## config.mk

```make
export PLATFORM = sky130hd
export DESIGN_NAME = band_playback_scheduler
export DESIGN_NICKNAME = d
export VERILOG_FILES = /design/src/rtl/band_playback_scheduler.sv
export SDC_FILE = /design/constraint.sdc
export NUM_CORES = 2
export LEC_CHECK = 0
export CORE_UTILIZATION = 54
export DETAILED_ROUTE_END_ITERATION = 7
export GPL_TIMING_DRIVEN = 1
export PLACE_DENSITY = 0.82
export SETUP_SLACK_MARGIN = 0.2
export SLEW_MARGIN = 5
export SYNTH_ARGS = -nofsm -noshare
export SYNTH_HDL_FRONTEND = slang
export SYNTH_SLANG_ARGS = --single-unit
```

## constraint.sdc

```tcl
create_clock -name clk -period 25.6 [get_ports clk]
set_input_delay 7.68 -clock clk [delete_from_list [all_inputs] [get_ports clk]]
set_output_delay 7.68 -clock clk [all_outputs]
set_load 0.01 [all_outputs]
```

## src/rtl/band_playback_scheduler.sv

```systemverilog
// Shares one synchronous sample ROM among NUM_BANDS playback channels. Each 44 kHz
// frame it reads one sample per band, then publishes all band samples and their sum.
module band_playback_scheduler #(
    parameter int unsigned NUM_BANDS  = 8,
    parameter int unsigned ADDR_WIDTH = 16,
    parameter int unsigned DIV        = 100,
    parameter int unsigned RD_LAT     = 1
) (
    input  logic                               clk,
    input  logic                               rst,
    input  logic [NUM_BANDS*ADDR_WIDTH-1:0]    band_base_i,
    input  logic [NUM_BANDS*ADDR_WIDTH-1:0]    band_len_i,
    input  logic [NUM_BANDS-1:0]               start_i,
    input  logic [NUM_BANDS-1:0]               stop_i,
    input  logic [NUM_BANDS-1:0]               loop_i,
    output logic                               mem_en_o,
    output logic [ADDR_WIDTH-1:0]              mem_addr_o,
    input  logic [15:0]                        mem_dout_i,
    output logic [NUM_BANDS*16-1:0]            sample_out_o,
    output logic [16+$clog2(NUM_BANDS)-1:0]    mix_out_o,
    output logic                               frame_valid_o,
    output logic [NUM_BANDS-1:0]               active_o,
    output logic [NUM_BANDS-1:0]               done_o
);

    localparam int unsigned SW = 16;
    localparam int unsigned MW = SW + $clog2(NUM_BANDS);
    localparam int unsigned BW = (NUM_BANDS > 1) ? $clog2(NUM_BANDS) : 1;
    localparam int unsigned DW = (DIV > 1) ? $clog2(DIV) : 1;

    // A frame must fit inside one divider period; the delay line supports 1 or 2.
    if (NUM_BANDS + RD_LAT + 2 > DIV) begin : g_bad_div
        $error("DIV too small for NUM_BANDS + RD_LAT + 2 cycles per frame");
    end
    if (RD_LAT < 1 || RD_LAT > 2) begin : g_bad_lat
        $error("RD_LAT must be 1 or 2");
    end

    typedef enum logic [1:0] {
        S_IDLE    = 2'd0,
        S_ISSUE   = 2'd1,
        S_DRAIN   = 2'd2,
        S_PUBLISH = 2'd3
    } state_e;

    state_e                 state_q, state_d;
    logic [BW-1:0]          phase_q, phase_d;
    logic [DW-1:0]          div_q, div_d;
    logic                   tick_c;

    logic [ADDR_WIDTH-1:0]  base_a [NUM_BANDS];
    logic [ADDR_WIDTH-1:0]  len_a  [NUM_BANDS];
    logic [ADDR_WIDTH-1:0]  ptr_q  [NUM_BANDS];
    logic [ADDR_WIDTH-1:0]  ptr_d  [NUM_BANDS];
    logic [SW-1:0]          shadow_q [NUM_BANDS];
    logic [SW-1:0]          shadow_d [NUM_BANDS];

    logic [NUM_BANDS-1:0]   active_q, active_d;
    logic [NUM_BANDS-1:0]   done_pend_q, done_pend_d;
    logic [NUM_BANDS-1:0]   start_pend_q, start_pend_d;
    logic [NUM_BANDS-1:0]   stop_pend_q, stop_pend_d;
    logic [NUM_BANDS-1:0]   done_q, done_d;

    logic [RD_LAT-1:0]      dl_vld_q, dl_act_q;
    logic [BW-1:0]          dl_idx_q [RD_LAT];

    logic [NUM_BANDS*SW-1:0] sample_q, sample_c;
    logic signed [MW-1:0]   mix_q, mix_c;
    logic                   frame_valid_q;

    logic                   issue_c, publish_c, slot_act_c;
    logic [BW-1:0]          slot_c;

    always_comb begin : unpack_cfg
        for (int b = 0; b < NUM_BANDS; b++) begin
            base_a[b] = band_base_i[b*ADDR_WIDTH +: ADDR_WIDTH];
            len_a[b]  = band_len_i[b*ADDR_WIDTH +: ADDR_WIDTH];
        end
    end

    // Free-running frame divider.
    assign tick_c = (div_q == DW'(DIV - 1));
    assign div_d  = tick_c ? '0 : div_q + DW'(1);

    always_ff @(posedge clk or posedge rst) begin : div_reg
        if (rst) div_q <= '0;
        else     div_q <= div_d;
    end

    always_ff @(posedge clk or posedge rst) begin : state_reg
        if (rst) begin
            state_q <= S_IDLE;
            phase_q <= '0;
        end else begin
            state_q <= state_d;
            phase_q <= phase_d;
        end
    end

    // phase_q doubles as the ISSUE slot index and the DRAIN cycle count.
    always_comb begin : next_state
        state_d = state_q;
        phase_d = '0;
        case (state_q)
            S_IDLE: begin
                if (tick_c) state_d = S_ISSUE;
            end
            S_ISSUE: begin
                if (phase_q == BW'(NUM_BANDS - 1)) state_d = S_DRAIN;
                else                               phase_d = phase_q + BW'(1);
            end
            S_DRAIN: begin
                if (phase_q == BW'(RD_LAT - 1)) state_d = S_PUBLISH;
                else                            phase_d = phase_q + BW'(1);
            end
            S_PUBLISH: state_d = S_IDLE;
            default:   state_d = S_IDLE;
        endcase
    end

    always_comb begin : fsm_outputs
        issue_c   = 1'b0;
        publish_c = 1'b0;
        case (state_q)
            S_ISSUE:   issue_c   = 1'b1;
            S_PUBLISH: publish_c = 1'b1;
            default: ;
        endcase
    end

    assign slot_c     = phase_q;
    assign slot_act_c = issue_c & active_q[slot_c];
    assign mem_en_o   = slot_act_c;
    assign mem_addr_o = base_a[slot_c] + ptr_q[slot_c];

    // Pointer advance during the slot, then control pulses applied at publish.
    always_comb begin : band_next
        ptr_d        = ptr_q;
        active_d     = active_q;
        done_pend_d  = done_pend_q;
        start_pend_d = start_pend_q | start_i;
        stop_pend_d  = stop_pend_q | stop_i;
        done_d       = '0;
        if (slot_act_c) begin
            if (ptr_q[slot_c] == len_a[slot_c] - ADDR_WIDTH'(1)) begin
                if (loop_i[slot_c]) begin
                    ptr_d[slot_c] = '0;
                end else begin
                    active_d[slot_c]    = 1'b0;
                    done_pend_d[slot_c] = 1'b1;
                end
            end else begin
                ptr_d[slot_c] = ptr_q[slot_c] + ADDR_WIDTH'(1);
            end
        end
        if (publish_c) begin
            done_d       = done_pend_q;
            done_pend_d  = '0;
            start_pend_d = start_i;
            stop_pend_d  = stop_i;
            for (int b = 0; b < NUM_BANDS; b++) begin
                if (start_pend_q[b] && (len_a[b] != '0)) begin
                    ptr_d[b]    = '0;
                    active_d[b] = 1'b1;
                    done_d[b]   = 1'b0;
                end else if (stop_pend_q[b]) begin
                    active_d[b] = 1'b0;
                end
            end
        end
    end

    // Inactive slots still travel the delay line so their lane is zeroed.
    always_comb begin : capture
        shadow_d = shadow_q;
        if (dl_vld_q[RD_LAT-1]) begin
            shadow_d[dl_idx_q[RD_LAT-1]] = dl_act_q[RD_LAT-1] ? mem_dout_i : '0;
        end
    end

    always_comb begin : mix_sum
        mix_c    = '0;
        sample_c = '0;
        for (int b = 0; b < NUM_BANDS; b++) begin
            mix_c = mix_c + MW'($signed(shadow_q[b]));
            sample_c[b*SW +: SW] = shadow_q[b];
        end
    end

    always_ff @(posedge clk or posedge rst) begin : data_reg
        if (rst) begin
            for (int b = 0; b < NUM_BANDS; b++) begin
                ptr_q[b]    <= '0;
                shadow_q[b] <= '0;
            end
            for (int i = 0; i < RD_LAT; i++) dl_idx_q[i] <= '0;
            dl_vld_q      <= '0;
            dl_act_q      <= '0;
            active_q      <= '0;
            done_pend_q   <= '0;
            start_pend_q  <= '0;
            stop_pend_q   <= '0;
            done_q        <= '0;
            sample_q      <= '0;
            mix_q         <= '0;
            frame_valid_q <= 1'b0;
        end else begin
            ptr_q         <= ptr_d;
            shadow_q      <= shadow_d;
            dl_vld_q[0]   <= issue_c;
            dl_act_q[0]   <= slot_act_c;
            dl_idx_q[0]   <= slot_c;
            for (int i = 1; i < RD_LAT; i++) begin
                dl_vld_q[i] <= dl_vld_q[i-1];
                dl_act_q[i] <= dl_act_q[i-1];
                dl_idx_q[i] <= dl_idx_q[i-1];
            end
            active_q      <= active_d;
            done_pend_q   <= done_pend_d;
            start_pend_q  <= start_pend_d;
            stop_pend_q   <= stop_pend_d;
            done_q        <= done_d;
            frame_valid_q <= publish_c;
            if (publish_c) begin
                sample_q <= sample_c;
                mix_q    <= mix_c;
            end
        end
    end

    assign sample_out_o  = sample_q;
    assign mix_out_o     = mix_q;
    assign frame_valid_o = frame_valid_q;
    assign active_o      = active_q;
    assign done_o        = done_q;

endmodule

```

==> flow_metrics.env <==
export IMPL_status="finished, final reports clean"
export IMPL_start_kind="input pin"
export IMPL_min_period_ps=19690
export IMPL_cts_made_buffers=47
export IMPL_worstSetupStartpoint="band_base_i[1]"
export IMPL_rows=81
export IMPL_ctsResizeCount=0
export IMPL_first_pass_iters=6
export IMPL_slew_viol_final=0
export IMPL_clock_sinks=461
export IMPL_maxSlewHeadroom=0.132
export IMPL_ir_drop_v=0.0000439
export IMPL_ys_ff_latch=461
export IMPL_power_density_nw_per_um2=45.4
export IMPL_synthFlopType="dfrtp_1"
export IMPL_worst_slack_ps=5910
export IMPL_clock_fmax_ghz=0.0508
export IMPL_cts_buffer_depth=3
export IMPL_grt_pass1_vias=23900
export IMPL_fp_dieW_um=224
export IMPL_postCtsHoldBufs=0
export IMPL_rsz0062_at_grt="no"
export IMPL_root_buffer="clkbuf_16"
export IMPL_cts_setup_buffers=0
export IMPL_synthesis_area_um2=26600
export IMPL_cts_htree_levels=2
export IMPL_yosys_warnings=0
export IMPL_r2r_start="phase_q[2]"
export IMPL_die_h_um=224
export IMPL_maxCapViolations=0
export IMPL_drive_gt1_frac=0.125
export IMPL_fin_setup_tns_ps=0
export IMPL_yosysMostFrequentCell="dfrtp_1"
export IMPL_r2r_end="ptr_q[74]"
export IMPL_worstSetupPathType="in2out"
export IMPL_min_path_cells=1
export IMPL_cts_tree="built"
export IMPL_route_detailed_drc=0
export IMPL_viasPerCell=6.57
export IMPL_dieArea_um2=50200
export IMPL_async_reset_ff_frac=1.00
export IMPL_crit_end="mem_addr_o[15]"
export IMPL_synthCells=2492
export IMPL_ff2ff_setup_slack_ps=18610
export IMPL_start_util=0.546
export IMPL_vias=23800
export IMPL_critical_path_max_fanout=3
export IMPL_tightestPinTransition_ps=1300
export IMPL_grt_usage=0.398
export IMPL_endpoint_kind="output port"
export IMPL_port_buffers=478
export IMPL_place_ws_ps=5960
export IMPL_synth_area_leaders="dfrtp_1 43%, fa_1 7.5%, mux2_2 6.8%"
export IMPL_antenna_found_initial=1
export IMPL_place_detailed_hpwl_um=73100
export IMPL_cp_required_ps=17920
export IMPL_power_w=0.00152
export IMPL_setup_viol=0
export IMPL_grt_pass1_wl_um=149000
export IMPL_synth_avg_cell_area_um2=10.7
export IMPL_core_area_um2=48700
export IMPL_drt_initial_drc_count=3311
export IMPL_ant_nets=0
export IMPL_synth_edf_count=0
export IMPL_drt_total_wl_um=100000
export IMPL_arrival_ps=12010
export IMPL_syn_to_final_growth_pct=25.7
export IMPL_yosysTopAreaCellShare=0.433
export IMPL_nets=3367
export IMPL_gr_total_overflow=0
export IMPL_seq_area_frac_synth=0.433
export IMPL_finalHoldViolCount=0
export IMPL_clk_latency_ps=600
export IMPL_avgRoutedWirePerCell_um=27.7
export IMPL_p_leak_nw=15.3
export IMPL_synthTopCellsByCount="461 x dfrtp_1, 259 x inv_1, 227 x nand2_1"
export IMPL_reg2regPathDepth=13
export IMPL_grt_max_degree=143
export IMPL_clock_skew_final_ps=34.4
export IMPL_gp_congestion=0.982
export IMPL_ios=479
export IMPL_synth_cell_types=91
export IMPL_fin_crit_sh=0.769
export IMPL_hold_path_class="reg2reg"
export IMPL_syn_nets=2935
export IMPL_clkTransAtPathRegs_ps=60
export IMPL_synth_largest_area_cell="dfrtp_1"
cells by family (layout without fill, tap and decap cells):
logic type / count (synthesis) / in the layout / share of synthesized area
mux: 268 / 268 / 0.123
flops: 461 / 461 / 0.433
fa+ha+maj: 145 / 145 / 0.0963
compound gates: 602 / 602 / 0.160
buf+inv: 397 / 860 / 0.0613
xor+xnor: 76 / 76 / 0.0250
other cells: 0 / 3 / 0
simple gates: 543 / 543 / 0.100
registers in the layout, indices dropped and copies added, names as in the netlist, 2 cells and up:
name,cells
sample_c,128
active_o,8
ptr_q,128
div_q,7
stop_pend_q,8
sample_out_o,128
mix_out_o,19
phase_q,3
dl_idx_q,3
start_pend_q,8
done_o,8
state_q,2
done_pend_q,8
worst min path at each step:
stage / slack, ps / startpoint / end
4_1_cts: 490 / div_q[0] / div_q[0]
3_5_place_dp: 470 / stop_pend_q[3] / stop_pend_q[3]
2_1_floorplan: 380 / phase_q[2] / dl_idx_q[2]
6_report: 480 / div_q[0] / div_q[0]
3_3_place_gp: 460 / start_pend_q[6] / start_pend_q[6]
5_1_grt: 510 / done_pend_q[2] / done_pend_q[2]
metal layers:
layer | global-route usage | wire length, µm | up-vias
li1 | - | - | 9787
met1 | 0.550 | 39300 | 12000
met2 | 0.604 | 45400 | 1668
met3 | 0.0922 | 11100 | 318
met4 | 0.171 | 4720 | 0
met5 | 0 | 0 | -
cell usage in the layout, fill, tap and decap left out, types with 49 or more instances in the layout:
master,instances
clkbuf_16,49
mux2_2,161
a22oi_1,54
o21ai_0,159
inv_1,258
o22ai_1,49
a21oi_1,52
dfrtp_1,458
clkdlybuf4s50_1,478
xnor2_1,56
mux2i_1,74
nand2_1,227
nor2_1,76
fa_1,100
through the flow:
step | hold slack (ps) | utilization | std cells | instance area, µm²
floorplan | 381 | - | 2492 | 26600
finish | 484 | 0.687 | 3622 | 33500
CTS | 486 | 0.686 | 3619 | 33500
global placement | 464 | 0.655 | 3539 | 31900
global route | 506 | 0.686 | 3620 | 33500
detailed placement | 469 | 0.655 | 3539 | 31900
worst max-delay path, stage by stage:
cell	delay, ps
clkdlybuf4s50_1	440
mux2i_1	160
nor2_1	50
a311oi_1	270
a21oi_1	90
a221o_1	340
ha_1	280
a21o_1	150
a21oi_1	220
o21bai_1	90
a21o_1	200
a21oi_1	190
o21ai_0	170
o41ai_1	570
o2111ai_1	210
a21oi_1	200
xnor2_1	140
clkdlybuf4s50_1	560
layout make-up:
type / instances / area [µm²]
clock inverter: 3 / 15.0
inverter: 263 / 995
clock buffer: 77 / 1500
timing repair buffer: 517 / 5080
multi-input combinational: 1634 / 13500
fill: 3561 / 15300
tap: 664 / 831
antenna: 3 / 7.51
sequential: 461 / 11500
power by group:
group	total [W]	leakage (nW)	switching [W]	internal (W)
Sequential	0.000729	5.52	0.0000000000000000000402	0.000729
Combinational	0.000104	9.07	0.0000479	0.0000557
Clock	0.000687	0.751	0.000291	0.000397
Power figures use the tool's default switching activity.
